$ cat config.mk
export PLATFORM = sky130hd
export DESIGN_NAME = uart_tx_fifo
export DESIGN_NICKNAME = d
export VERILOG_FILES = /design/src/rtl/uart_pkg.sv /design/src/rtl/uart_fifo_mem.sv /design/src/rtl/uart_tx_fifo.sv
export SDC_FILE = /design/constraint.sdc
export NUM_CORES = 1
export LEC_CHECK = 0
export ABC_AREA = 0
export CAP_MARGIN = 20
export CORE_ASPECT_RATIO = 0.75
export CORE_UTILIZATION = 59
export CTS_BUF_LIST = sky130_fd_sc_hd__clkbuf_8
export DETAILED_ROUTE_END_ITERATION = 10
export GPL_ROUTABILITY_DRIVEN = 0
export MAX_ROUTING_LAYER = met4
export PLACE_DENSITY_LB_ADDON = 0.12
export RECOVER_POWER = 100
export SYNTH_ARGS = -nofsm -noshare
export SYNTH_HDL_FRONTEND = slang
export SYNTH_SLANG_ARGS = --single-unit
$ cat constraint.sdc
create_clock -name clk_i -period 2.9 [get_ports clk_i]
set_input_delay 0.58 -clock clk_i [delete_from_list [all_inputs] [get_ports clk_i]]
set_output_delay 0.58 -clock clk_i [all_outputs]
set_load 0.05 [all_outputs]
$ cat src/rtl/uart_pkg.sv
// rtl/uart_pkg.sv - shared defaults and occupancy-width helper for the UART TX FIFO
package uart_pkg;

   localparam int DEFAULT_DATA_WIDTH = 8;
   localparam int DEFAULT_DEPTH      = 16;
   localparam int DEFAULT_AF_THR     = 12;

   // Occupancy needs one extra bit so that a completely full FIFO is representable.
   function automatic int occ_width(input int depth);
      return $clog2(depth) + 1;
   endfunction

endpackage

$ cat src/rtl/uart_fifo_mem.sv
// rtl/uart_fifo_mem.sv - register-array storage, one sync write port, one async read port
module uart_fifo_mem #(
   parameter int DATA_WIDTH = 8,
   parameter int DEPTH      = 16,
   parameter int AW         = $clog2(DEPTH)
) (
   input  logic                  clk_i,
   input  logic                  we_i,
   input  logic [AW-1:0]         waddr_i,
   input  logic [DATA_WIDTH-1:0] wdata_i,
   input  logic [AW-1:0]         raddr_i,
   output logic [DATA_WIDTH-1:0] rdata_o
);

   logic [DATA_WIDTH-1:0] mem_q [DEPTH];

   // Contents are deliberately left unreset; only the control state is reset.
   always_ff @(posedge clk_i) begin
      if (we_i) begin
         mem_q[waddr_i] <= wdata_i;
      end
   end

   assign rdata_o = mem_q[raddr_i];

endmodule

$ cat src/rtl/uart_tx_fifo.sv
// rtl/uart_tx_fifo.sv - first-word-fall-through transmit FIFO with status and sticky overflow
module uart_tx_fifo
   import uart_pkg::*;
#(
   parameter int DATA_WIDTH = DEFAULT_DATA_WIDTH,
   parameter int DEPTH      = DEFAULT_DEPTH,
   parameter int AF_THR     = DEFAULT_AF_THR
) (
   input  logic                           clk_i,
   input  logic                           rstn_i,
   input  logic                           clr_i,
   input  logic [DATA_WIDTH-1:0]          wr_data_i,
   input  logic                           wr_valid_i,
   output logic                           wr_ready_o,
   output logic [DATA_WIDTH-1:0]          rd_data_o,
   output logic                           rd_valid_o,
   input  logic                           rd_ready_i,
   output logic [occ_width(DEPTH)-1:0]    count_o,
   output logic                           empty_o,
   output logic                           full_o,
   output logic                           almost_full_o,
   output logic                           overflow_o,
   input  logic                           ovf_clr_i
);

   localparam int AW = $clog2(DEPTH);
   localparam int CW = occ_width(DEPTH);
   localparam logic [CW-1:0] FULL_CNT = CW'(DEPTH);
   localparam logic [CW-1:0] AF_CNT   = CW'(AF_THR);

   logic [AW-1:0] wr_ptr_q;
   logic [AW-1:0] rd_ptr_q;
   logic [CW-1:0] count_q;
   logic          ovf_q;
   logic          push;
   logic          pop;

   assign empty_o       = (count_q == '0);
   assign full_o        = (count_q == FULL_CNT);
   assign almost_full_o = (count_q >= AF_CNT);
   assign wr_ready_o    = !full_o;
   assign rd_valid_o    = !empty_o;
   assign count_o       = count_q;
   assign overflow_o    = ovf_q;

   assign push = wr_valid_i && wr_ready_o;
   assign pop  = rd_valid_o && rd_ready_i;

   uart_fifo_mem #(
      .DATA_WIDTH (DATA_WIDTH),
      .DEPTH      (DEPTH),
      .AW         (AW)
   ) u_mem (
      .clk_i   (clk_i),
      .we_i    (push && !clr_i),
      .waddr_i (wr_ptr_q),
      .wdata_i (wr_data_i),
      .raddr_i (rd_ptr_q),
      .rdata_o (rd_data_o)
   );

   // Pointers are exactly AW bits wide so they wrap modulo DEPTH on their own.
   always_ff @(posedge clk_i or negedge rstn_i) begin
      if (!rstn_i) begin
         wr_ptr_q <= '0;
         rd_ptr_q <= '0;
         count_q  <= '0;
         ovf_q    <= 1'b0;
      end else if (clr_i) begin
         wr_ptr_q <= '0;
         rd_ptr_q <= '0;
         count_q  <= '0;
         ovf_q    <= 1'b0;
      end else begin
         if (push) begin
            wr_ptr_q <= wr_ptr_q + AW'(1);
         end
         if (pop) begin
            rd_ptr_q <= rd_ptr_q + AW'(1);
         end
         case ({push, pop})
            2'b10:   count_q <= count_q + CW'(1);
            2'b01:   count_q <= count_q - CW'(1);
            default: count_q <= count_q;
         endcase
         // A fresh drop takes priority over a software clear in the same cycle.
         if (wr_valid_i && full_o) begin
            ovf_q <= 1'b1;
         end else if (ovf_clr_i) begin
            ovf_q <= 1'b0;
         end
      end
   end

endmodule

Word level (Yosys, flattened, before mapping)

Memory sizes are Yosys's and may differ from the RTL's.
Cells that the tools add are included.
Widths: inputs -> output; s select.

Register bits after elaboration: 14
Bits in writable memories: 128
Input bits: 14
Output and inout port bits: 19
Logic and storage cells: 36
Memories kept: 1

Memories:

| memory      | words | bits a word | read ports | clocked after memory_dff | wr ports | line                | source |
|---|---|---|---|---|---|---|---|
| u_mem.mem_q | 16    | 8           | 1          | 0                        | 1        | uart_fifo_mem.sv:15 | `logic [DATA_WIDTH-1:0] mem_q [DEPTH];` |

Add/sub/neg operators: 4
Order comparisons: 1
Equal/unequal tests: 3
Mux-type cells: 11
Reductions and logical operators: 12

Operator list:

| cell                | number |
|---|---|
| $mux 4              | 4 |
| $pmux 5 s2          | 1 |
| $add 4x1->4 const B | 2 |
| $reduce_bool 3->1   | 2 |
| $add 5x1->5 const B | 1 |
| $eq 5x5->1 const B  | 1 |
| $ge 5x4->1 const B  | 1 |
| $logic_not 5->1     | 1 |
| $mux 1              | 5 |
| $mux 5              | 1 |
| $sub 5x1->5 const B | 1 |
| $logic_and 1x1->1   | 4 |
| $reduce_bool 2->1   | 2 |
| $logic_not 1->1     | 3 |
| $eq 2x1->1 const B  | 1 |
| $eq 2x2->1 const B  | 1 |

Longest topological paths before layout

Gate-level depths: netlist (run 1).

Word-level depth: 6
Gate-level depth with buffers: 10
Gate-level depth less buffers: 8

Modules after synthesis

Synthesis (run 1) repeated with hierarchy kept, for this count alone.

Cells, all modules: 329
Area total of the unflattened synthesis: 5959.5 um^2

By module, submodules not included:

| module        | times used | cells each | area each (um^2) | seq. area each (um^2) |
|---|---|---|---|---|
| uart_fifo_mem | 1          | 221        | 4987.3           | 3843.7 |
| uart_tx_fifo  | 1          | 108        | 972.2            | 350.3 |

Worst setup path after synthesis (run 1)

No wires, ideal clock.

Path type: register to register
Start point: register count_q[1] (netlist: count_o[1])
End point: register count_q[4] (netlist: count_o[4])
Setup time: 0.080 ns
Arrival: 2.522 ns
Data required time: 2.820 ns
Path slack: 0.298 ns
Stages on the path, launching flop included: 11
Buffers on the path: 2
Clock period less this slack: 2.602 ns
Cells stage by stage: dfrtp_1 > buf_6 > or4_4 > buf_6 > o211ai_2 > inv_1 > ha_1 > a31oi_1 > o21ai_2 > o211a_1 > nor3_2

Longest elaborated chain between the ends: 6
Elaborated cells on any way between the ends: 13
Classes of those cells: add/sub (2); eq/ne (3); mux (2); reduce/logical (6)

Ends and longest elaborated chain:

| element                                       | line                                   | source |
|---|---|---|
| from (decl)                                   | uart_tx_fifo.sv:33                     | `logic [CW-1:0] count_q;` |
| from (signal assigned)                        | uart_tx_fifo.sv:82                     | `2'b10: count_q <= count_q + CW'(1);` |
| from (signal assigned)                        | uart_tx_fifo.sv:83                     | `2'b01: count_q <= count_q - CW'(1);` |
| from (signal assigned)                        | uart_tx_fifo.sv:84                     | `default: count_q <= count_q;` |
| $eq 5x5->1 or $logic_not 5->1 (tied branches) | uart_tx_fifo.sv:39, uart_tx_fifo.sv:38 |  |
| $logic_not 1->1, on equally long branches     | uart_tx_fifo.sv:41, uart_tx_fifo.sv:42 |  |
| $logic_and 1x1->1, on equally long branches   | uart_tx_fifo.sv:46, uart_tx_fifo.sv:47 |  |
| $eq 2x1->1 or $eq 2x2->1 (tied branches)      | uart_tx_fifo.sv:81                     | `case ({push, pop})` |
| $pmux 5 s2                                    | uart_tx_fifo.sv:81                     |  |
| $mux 5                                        | uart_tx_fifo.sv:69                     | `end else if (clr_i) begin` |

Several ways; a longest one is shown, not always the timed one.
A chain may end at the register's enable or synchronous reset.

Final worst setup path (run 1)

Start point: register rd_ptr_q[0]
End point: output rd_data_o[0]

Longest elaborated chain between the ends: 1

Ends and longest elaborated chain:

| element                | line               | source |
|---|---|---|
| from (decl)            | uart_tx_fifo.sv:32 | `logic [AW-1:0] rd_ptr_q;` |
| from (signal assigned) | uart_tx_fifo.sv:79 | `rd_ptr_q <= rd_ptr_q + AW'(1);` |
| $mem_v2 16x8           | --                 |  |
| to (decl)              | uart_tx_fifo.sv:15 | `output logic [DATA_WIDTH-1:0] rd_data_o,` |

No other way between the ends.

==> results of run 1 <==
[registers in the layout, summed over array words and instances (netlist names)]
| name | flops |
|---|---|
| overflow_o | 1 |
| wr_ptr_q | 4 |
| count_o | 5 |
| rd_ptr_q | 4 |
| u_mem.mem_q | 128 |
[final timing paths]
kind / from / endpoint / slack, ns / cells after the start
max reg2reg: count_o[0] / count_o[4] / 0.25 / 8
max: rd_ptr_q[0] / rd_data_o[0] / -0.03 / 5
min reg2reg: overflow_o / overflow_o / 0.62 / 3
max in group asynchronous: rstn_i / rd_ptr_q[0] / 1.78 / 1
min: overflow_o / overflow_o / 0.62 / 3
min in group asynchronous: rstn_i / overflow_o / 0.64 / 1
[worst max-delay path: cells and delay by family (launching register included)]
family	cells	cell delay (ns)
mux	2	1.01
buf+inv	3	0.46
flops	1	0.45
[synth_stat cells]
| library cell | n | area share (%) |
|---|---|---|
| or4_4 | 1 | 0.19 |
| nand2b_1 | 2 | 0.21 |
| clkbuf_1 | 8 | 0.51 |
| o211a_1 | 1 | 0.17 |
| o221a_4 | 1 | 0.34 |
| o21ai_0 | 2 | 0.17 |
| o41ai_1 | 1 | 0.15 |
| clkbuf_2 | 1 | 0.085 |
| nor3_2 | 1 | 0.17 |
| nand3b_1 | 1 | 0.13 |
| a21boi_2 | 1 | 0.19 |
| o31ai_1 | 1 | 0.13 |
| or3b_2 | 1 | 0.15 |
| or3_1 | 1 | 0.11 |
| nor4_4 | 1 | 0.36 |
| nand3_1 | 2 | 0.17 |
| dfrtp_1 | 14 | 6.0 |
| ha_1 | 7 | 1.5 |
| o211ai_2 | 1 | 0.21 |
| a31oi_1 | 1 | 0.11 |
| mux2i_1 | 3 | 0.51 |
| mux4_2 | 40 | 15 |
| a211oi_2 | 1 | 0.21 |
| edfxtp_1 | 128 | 66 |
| buf_1 | 1 | 0.064 |
| o21ai_2 | 1 | 0.15 |
| xnor2_1 | 4 | 0.60 |
| and3_1 | 1 | 0.11 |
| nand2_1 | 14 | 0.90 |
| xor2_1 | 6 | 0.90 |
| buf_6 | 2 | 0.38 |
| a32oi_1 | 1 | 0.15 |
| inv_1 | 7 | 0.45 |
| nor2b_1 | 1 | 0.11 |
| nand4_1 | 2 | 0.21 |
| nor2_1 | 32 | 2.1 |
| nor3_1 | 1 | 0.085 |
| a21oi_1 | 6 | 0.51 |
| buf_2 | 5 | 0.43 |
[metal layers]
layer | up-vias | track usage [%]
met2 | 138 | 39.9
met5 | - | -
li1 | 1354 | -
met1 | 1581 | 38.6
met4 | 0 | 8.29
met3 | 11 | 7.95
[power groups by stage]
stage               combinational (mW)  sequential (mW)  clock, mW
global route                      1.85             2.41       1.73
floorplan                         1.17             2.48          0
global placement                  1.66             2.43          0
detailed placement                1.67             2.44          0
finish                            1.73             2.40       1.63
CTS                               1.80             2.40       1.66
[area by class of cell]
class                   instances  area (sq um)  share of cell area (%)
flip-flops and latches        142          4200                    61.0
clock inverters                15           179                    2.60
well taps                     132           165                    2.40
clock buffers                  17           234                    3.40
inverters                       7          26.3                   0.382
multi-input cells             139          1520                    22.1
repair buffers                 67           562                    8.16
[logic make-up (layout without fill, tap and decap cells)]
family                   count (synthesis)  in the layout
adder cells (fa/ha/maj)                  7              7
XOR/XNOR                                10             10
AO/OA/AOI/OAI                           18             18
multiplexers                            43             43
AND/OR/NAND/NOR                         61             61
buffers and inverters                   24            106
flip-flops                             142            142
[what timing repair did]
| action | in CTS | in global routing |
|---|---|---|
| hold buffers | 0 | 0 |
| endpoints found under the setup margin | 9 | 9 |
| gates cloned | 2 | 1 |
| gates resized for setup | 12 | 6 |
| buffers inserted | 4 | 0 |
==> run_summary.xml, run 1 <==
<?xml version="1.0" encoding="UTF-8"?>
<metrics>
  <group name="run_status">
    <metric name="status" unit="">finished, violations left</metric>
    <metric name="failed_checks" unit="">setup timing</metric>
  </group>
  <group name="clock_network">
    <metric name="total_number_of_clock_tree_sinks" unit="">142</metric>
    <metric name="insertion_delay" unit="ns">0.43</metric>
    <metric name="clock_path_buffers" unit="">2</metric>
    <metric name="h_tree_level_count" unit="">4</metric>
    <metric name="clk_pin_slew" unit="ns">0.08</metric>
    <metric name="cts_bufs_inserted" unit="">17</metric>
    <metric name="clock_root_buffer" unit="">clkbuf_8</metric>
    <metric name="tritoncts" unit="">yes</metric>
  </group>
  <group name="route">
    <metric name="drc" unit="">0</metric>
    <metric name="routed-wl-met3" unit="um">1060</metric>
    <metric name="drtPass1Iterations" unit="">5</metric>
    <metric name="routed_wirelength" unit="um">12200</metric>
    <metric name="drt-initial-drc-count" unit="">314</metric>
    <metric name="routed_via_count_divided_by_cell_count" unit="">5.94</metric>
    <metric name="detail_route.wl_per_cell" unit="um">23.6</metric>
    <metric name="metal2_wl" unit="um">5690</metric>
    <metric name="remaining_number_of_nets_flagged_by_the_antenna_check_after_routing" unit="">0</metric>
    <metric name="top_layer" unit="">met4</metric>
    <metric name="drt-met1-wl" unit="um">5370</metric>
    <metric name="detailroute.via_count" unit="">3084</metric>
  </group>
  <group name="setup_path">
    <metric name="timing.critical_path.slowest_stage_cell" unit="">mux4_2</metric>
    <metric name="cp_data_required_time" unit="ns">2.32</metric>
    <metric name="timing.critical_path.cells" unit="">buf_6, buf_16, mux4_2, mux4_2, buf_6</metric>
    <metric name="cpPeakStageDelay" unit="ns">0.52</metric>
    <metric name="worst-path-max-fanout" unit="">6</metric>
    <metric name="setup.worst_path.end_class" unit="">primary output</metric>
    <metric name="worst-setup-path-type" unit="">reg -&gt; out</metric>
    <metric name="arrival" unit="ns">2.35</metric>
    <metric name="worstSetupStartpointType" unit="">flip-flop</metric>
  </group>
  <group name="die">
    <metric name="die_height" unit="um">88.2</metric>
    <metric name="core-area" unit="sq um">9660</metric>
    <metric name="floorplan.io_pins" unit="">33</metric>
    <metric name="fp.dieW" unit="um">117</metric>
    <metric name="num_rows" unit="">31</metric>
    <metric name="design.die.area" unit="sq um">10300</metric>
    <metric name="floorplan.initialDensity" unit="%">60.6</metric>
  </group>
  <group name="power_and_ir_drop">
    <metric name="maximum_ir_drop_on_the_vdd_rail" unit="mV">0.418</metric>
    <metric name="clock_power_share" unit="%">28.3</metric>
    <metric name="cell_internal_pwr" unit="mW">3.96</metric>
    <metric name="p_switching" unit="mW">1.80</metric>
    <metric name="sw_frac_of_total" unit="%">31.3</metric>
    <metric name="power.sequential.fraction" unit="%">41.7</metric>
    <metric name="power.total" unit="mW">5.76</metric>
    <metric name="cellPowerDensity" unit="nW/um^2">836</metric>
    <metric name="pwr-share-comb" unit="%">30.1</metric>
    <metric name="power.leakage" unit="nW">2.32</metric>
  </group>
  <group name="grt">
    <metric name="globalRouteOverflowTotal" unit="">0</metric>
    <metric name="grt_pass1_wl" unit="um">18200</metric>
    <metric name="groute.usage.overall" unit="%">27.6</metric>
    <metric name="pin_count_of_the_biggest_net_entering_global_routing" unit="">36</metric>
    <metric name="initial_antenna_violation_count" unit="">0</metric>
    <metric name="vias_in_the_first_global_route" unit="">3062</metric>
  </group>
  <group name="timing">
    <metric name="timing_max_transition_violations_final" unit="">0</metric>
    <metric name="max_slew_margin" unit="%">53.2</metric>
    <metric name="report.final.setup_viol" unit="">4</metric>
    <metric name="final_min_period_over_clock_period" unit="%">101</metric>
    <metric name="postLayoutSetupSlackWorst" unit="ns">-0.0301</metric>
    <metric name="hold_violations" unit="">0</metric>
    <metric name="totalNegativeSetupSlack" unit="ns">-0.0769</metric>
    <metric name="rsz0062_at_grt" unit="">yes</metric>
    <metric name="max_freq" unit="MHz">341</metric>
    <metric name="finalWorstPathRequiredPeriod" unit="ns">2.93</metric>
    <metric name="hold-worst-slack" unit="ns">0.616</metric>
    <metric name="clock_skew" unit="ns">0.0125</metric>
    <metric name="tightestPinTransition" unit="ns">0.699</metric>
  </group>
  <group name="cells_and_area">
    <metric name="final_common_cell" unit="">edfxtp_1</metric>
    <metric name="mostFrequentLayoutCells" unit="">edfxtp_1, mux4_2, nor2_1</metric>
    <metric name="layout.filler_cells" unit="">601</metric>
    <metric name="insertedDiodeCount" unit="">0</metric>
    <metric name="layout-area-overhead-vs-synth" unit="%">17.7</metric>
    <metric name="num-nets-final" unit="">395</metric>
    <metric name="finished_core_util" unit="%">71.3</metric>
    <metric name="final_cells" unit="">519</metric>
    <metric name="drive_gt1_share" unit="%">24.8</metric>
    <metric name="final_area" unit="sq um">6880</metric>
  </group>
  <group name="placed_design">
    <metric name="placed_cells_incl_taps" unit="">482</metric>
    <metric name="dp_slack" unit="ns">0.395</metric>
    <metric name="portBuffers" unit="">32</metric>
    <metric name="detailed_place.area" unit="sq um">6470</metric>
    <metric name="place_hpwl" unit="um">7580</metric>
  </group>
  <group name="logic_synthesis">
    <metric name="ys.warnings.count" unit="">0</metric>
    <metric name="synth_compound_area_share" unit="%">2.50</metric>
    <metric name="synthesis.area_per_instance" unit="sq um">19.2</metric>
    <metric name="syn_inst" unit="">305</metric>
    <metric name="postSynthNetCount" unit="">326</metric>
    <metric name="post_synth_and_or_nand_nor_area_fraction" unit="%">4.96</metric>
    <metric name="synth_sequential_area_ratio" unit="%">71.7</metric>
    <metric name="synth_top_family_by_area" unit="">multiplexers</metric>
    <metric name="netlist_area_pre_place" unit="sq um">5850</metric>
    <metric name="netlist-cell-type-count" unit="">39</metric>
    <metric name="synth-xor-area-share" unit="%">1.50</metric>
    <metric name="muxShareOfSynthArea" unit="%">15.9</metric>
    <metric name="synth-seq-cells" unit="">142</metric>
    <metric name="synth-adder-area-share" unit="%">1.50</metric>
  </group>
  <group name="flow_run">
    <metric name="drv_cap" unit="">0</metric>
  </group>
  <group name="worst_hold_path">
    <metric name="min-delay-path-class" unit="">reg -&gt; reg</metric>
  </group>
</metrics>
Power figures use the tool's default switching activity.
==> run 2: changes to the inputs <==
--- a/config.mk
+++ b/config.mk
@@ -9,11 +9,10 @@
 export CAP_MARGIN = 20
 export CORE_ASPECT_RATIO = 0.75
 export CORE_UTILIZATION = 59
-export CTS_BUF_LIST = sky130_fd_sc_hd__clkbuf_8
 export DETAILED_ROUTE_END_ITERATION = 10
 export GPL_ROUTABILITY_DRIVEN = 0
 export MAX_ROUTING_LAYER = met4
-export PLACE_DENSITY_LB_ADDON = 0.12
+export PLACE_DENSITY = 0.79
 export RECOVER_POWER = 100
 export SYNTH_ARGS = -nofsm -noshare
 export SYNTH_HDL_FRONTEND = slang
==> run 2 against run 1 <==
Net effect:
- the flow still finishes with violations (setup timing)
- via count rose by 5.4%
- routed wire length rose by 16%
- flip-flop and latch count did not move
- power rose by 8.6%
- combinational power barely moved
- critical endpoint is now rd_data_o[1]
- highest routed layer unchanged
==> run_summary.xml, run 2 (same netlist as run 1, synthesis figures left out) <==
<?xml version="1.0" encoding="UTF-8"?>
<metrics>
  <group name="run_status">
    <metric name="status" unit="">finished, violations left</metric>
    <metric name="failed_checks" unit="">setup timing</metric>
  </group>
  <group name="setup_path">
    <metric name="worstReg2RegStart" unit="">count_o[1]</metric>
    <metric name="timing.critical_path.slowest_stage_cell" unit="">mux4_2</metric>
    <metric name="worst-setup-path-type" unit="">reg -&gt; out</metric>
    <metric name="cp_data_required_time" unit="ns">2.32</metric>
    <metric name="worstSetupStartpointType" unit="">flip-flop</metric>
    <metric name="worst-path-max-fanout" unit="">15</metric>
    <metric name="crit_start" unit="">rd_ptr_q[0]</metric>
    <metric name="worst-path-stages" unit="">4</metric>
    <metric name="worstReg2RegEnd" unit="">count_o[4]</metric>
    <metric name="arrival" unit="ns">2.34</metric>
    <metric name="cp_num_buf_inv" unit="">2</metric>
    <metric name="cpLargestDelayFamily" unit="">multiplexers</metric>
    <metric name="timing.critical_path.cells" unit="">buf_12, mux4_2, mux4_2, buf_6</metric>
    <metric name="ff2ff_path_depth" unit="">9</metric>
    <metric name="cp_common_cell" unit="">mux4_2</metric>
    <metric name="cpPeakStageDelay" unit="ns">0.55</metric>
    <metric name="endpoint_of_the_most_critical_setup_path" unit="">rd_data_o[1]</metric>
    <metric name="r2r_setup_slk" unit="ns">0.03</metric>
    <metric name="setup.worst_path.end_class" unit="">primary output</metric>
  </group>
  <group name="die">
    <metric name="floorplan.io_pins" unit="">33</metric>
    <metric name="design.die.area" unit="sq um">10300</metric>
    <metric name="floorplan.initialDensity" unit="%">60.6</metric>
    <metric name="core-area" unit="sq um">9660</metric>
    <metric name="fp.dieW" unit="um">117</metric>
    <metric name="die_height" unit="um">88.2</metric>
    <metric name="num_rows" unit="">31</metric>
  </group>
  <group name="timing">
    <metric name="hold_violations" unit="">0</metric>
    <metric name="max_slew_margin" unit="%">51.5</metric>
    <metric name="postLayoutSetupSlackWorst" unit="ns">-0.0242</metric>
    <metric name="clock_skew" unit="ns">0.00911</metric>
    <metric name="final_min_period_over_clock_period" unit="%">101</metric>
    <metric name="finalWorstPathRequiredPeriod" unit="ns">2.92</metric>
    <metric name="report.final.setup_viol" unit="">2</metric>
    <metric name="rsz0062_at_grt" unit="">yes</metric>
    <metric name="tightestPinTransition" unit="ns">0.724</metric>
    <metric name="max_freq" unit="MHz">342</metric>
    <metric name="hold-worst-slack" unit="ns">0.602</metric>
    <metric name="timing_max_transition_violations_final" unit="">0</metric>
  </group>
  <group name="grt">
    <metric name="vias_in_the_first_global_route" unit="">3221</metric>
    <metric name="initial_antenna_violation_count" unit="">0</metric>
    <metric name="groute.usage.overall" unit="%">31.6</metric>
    <metric name="grt_pass1_wl" unit="um">20600</metric>
    <metric name="pin_count_of_the_biggest_net_entering_global_routing" unit="">36</metric>
    <metric name="globalRouteOverflowTotal" unit="">0</metric>
  </group>
  <group name="clock_network">
    <metric name="total_number_of_clock_tree_sinks" unit="">142</metric>
    <metric name="hold_buffers" unit="">0</metric>
    <metric name="clock_path_buffers" unit="">2</metric>
    <metric name="clk_pin_slew" unit="ns">0.05</metric>
    <metric name="tritoncts" unit="">yes</metric>
    <metric name="insertion_delay" unit="ns">0.42</metric>
    <metric name="h_tree_level_count" unit="">4</metric>
    <metric name="cts_bufs_inserted" unit="">17</metric>
    <metric name="clock_root_buffer" unit="">clkbuf_16</metric>
  </group>
  <group name="route">
    <metric name="routed_wirelength" unit="um">14200</metric>
    <metric name="drc" unit="">0</metric>
    <metric name="drt-initial-drc-count" unit="">293</metric>
    <metric name="detail_route.wl_per_cell" unit="um">27.4</metric>
    <metric name="detailroute.via_count" unit="">3249</metric>
    <metric name="drtPass1Iterations" unit="">5</metric>
    <metric name="remaining_number_of_nets_flagged_by_the_antenna_check_after_routing" unit="">0</metric>
    <metric name="routed_via_count_divided_by_cell_count" unit="">6.28</metric>
  </group>
  <group name="power_and_ir_drop">
    <metric name="power.leakage" unit="nW">2.42</metric>
    <metric name="maximum_ir_drop_on_the_vdd_rail" unit="mV">0.501</metric>
    <metric name="power.total" unit="mW">6.25</metric>
    <metric name="cellPowerDensity" unit="nW/um^2">889</metric>
  </group>
  <group name="cells_and_area">
    <metric name="layout.filler_cells" unit="">569</metric>
    <metric name="num-nets-final" unit="">394</metric>
    <metric name="largest_reg_flops" unit="">128</metric>
    <metric name="mostFrequentLayoutCells" unit="">edfxtp_1, mux4_2, nor2_1</metric>
    <metric name="layout-area-overhead-vs-synth" unit="%">20.2</metric>
    <metric name="top_register" unit="">u_mem.mem_q</metric>
    <metric name="drive_gt1_share" unit="%">27.0</metric>
    <metric name="insertedDiodeCount" unit="">0</metric>
    <metric name="finished_core_util" unit="%">72.8</metric>
    <metric name="final_common_cell" unit="">edfxtp_1</metric>
  </group>
  <group name="flow_run">
    <metric name="drv_cap" unit="">0</metric>
  </group>
  <group name="placed_design">
    <metric name="place_hpwl" unit="um">7520</metric>
    <metric name="portBuffers" unit="">32</metric>
    <metric name="dp_slack" unit="ns">0.337</metric>
  </group>
  <group name="worst_hold_path">
    <metric name="min-delay-path-class" unit="">reg -&gt; reg</metric>
  </group>
</metrics>
run 2: cell count changes in the layout (fill, tap and decap cells not counted), sizes merged:
| cell | before | now |
|---|---|---|
| clkbuf | 44 | 49 |
| clkinvlp | 2 | 0 |
| dlygate4sd3 | 17 | 18 |
| buf | 19 | 16 |
| dlygate4sd2 | 1 | 2 |
| inv | 9 | 7 |
| clkdlybuf4s50 | 3 | 2 |
| bufinv | 4 | 3 |
run 2: where the power goes:
part	internal [mW]	switching [mW]
registers	2.31	0.105
clock network	1.33	0.764
logic	0.704	1.04
run 2: routing by layer:
| metal | part of all wire [%] | global-route usage, % |
|---|---|---|
| met5 | 0 | - |
| met4 | 4.8 | 14.3 |
| met3 | 8.4 | 8.29 |
| met2 | 50 | 49.2 |
| met1 | 37 | 39.7 |
run 2: how the worst min path moves through the flow:
stage | from | depth (start not counted) | endpoint | slack (ns)
2_1_floorplan | rstn_i | 0 | count_o[0] | 0.28
3_3_place_gp | wr_ptr_q[3] | 2 | wr_ptr_q[3] | 0.59
3_5_place_dp | wr_ptr_q[3] | 2 | wr_ptr_q[3] | 0.59
4_1_cts | rstn_i | 1 | overflow_o | 0.58
5_1_grt | wr_ptr_q[3] | 2 | wr_ptr_q[3] | 0.67
6_report | overflow_o | 3 | overflow_o | 0.60
run 2: area by class of cell:
class | count | area (sq um) | area share, %
clock inverters | 10 | 121 | 1.73
inverters | 7 | 26.3 | 0.374
repair buffers | 66 | 546 | 7.76
clock buffers | 21 | 440 | 6.26
well taps | 132 | 165 | 2.35
multi-input cells | 139 | 1540 | 21.9
flip-flops and latches | 142 | 4200 | 59.7
run 2: through the flow:
step | std cells | cell area [sq um] | setup TNS (ns)
finish | 517 | 7030 | -0.0287
floorplan | 305 | 5850 | 0
CTS | 518 | 7150 | -0.0838
global route | 517 | 7030 | -0.335
global placement | 484 | 6510 | 0
detailed placement | 484 | 6510 | 0
run 2: repair_timing:
item | in CTS | in global routing
resized for setup | 11 | 4
cloned | 1 | 0
pin swaps | 0 | 0
setup endpoints to repair | 10 | 12
setup buffers | 2 | 0
run 2: tightest hold or removal path: cells and delay by family (launching register included):
kind,cells,cell delay [ns]
flip-flops,1,0.32
AND/OR/NAND/NOR,2,0.19
AO/OA/AOI/OAI,1,0.05
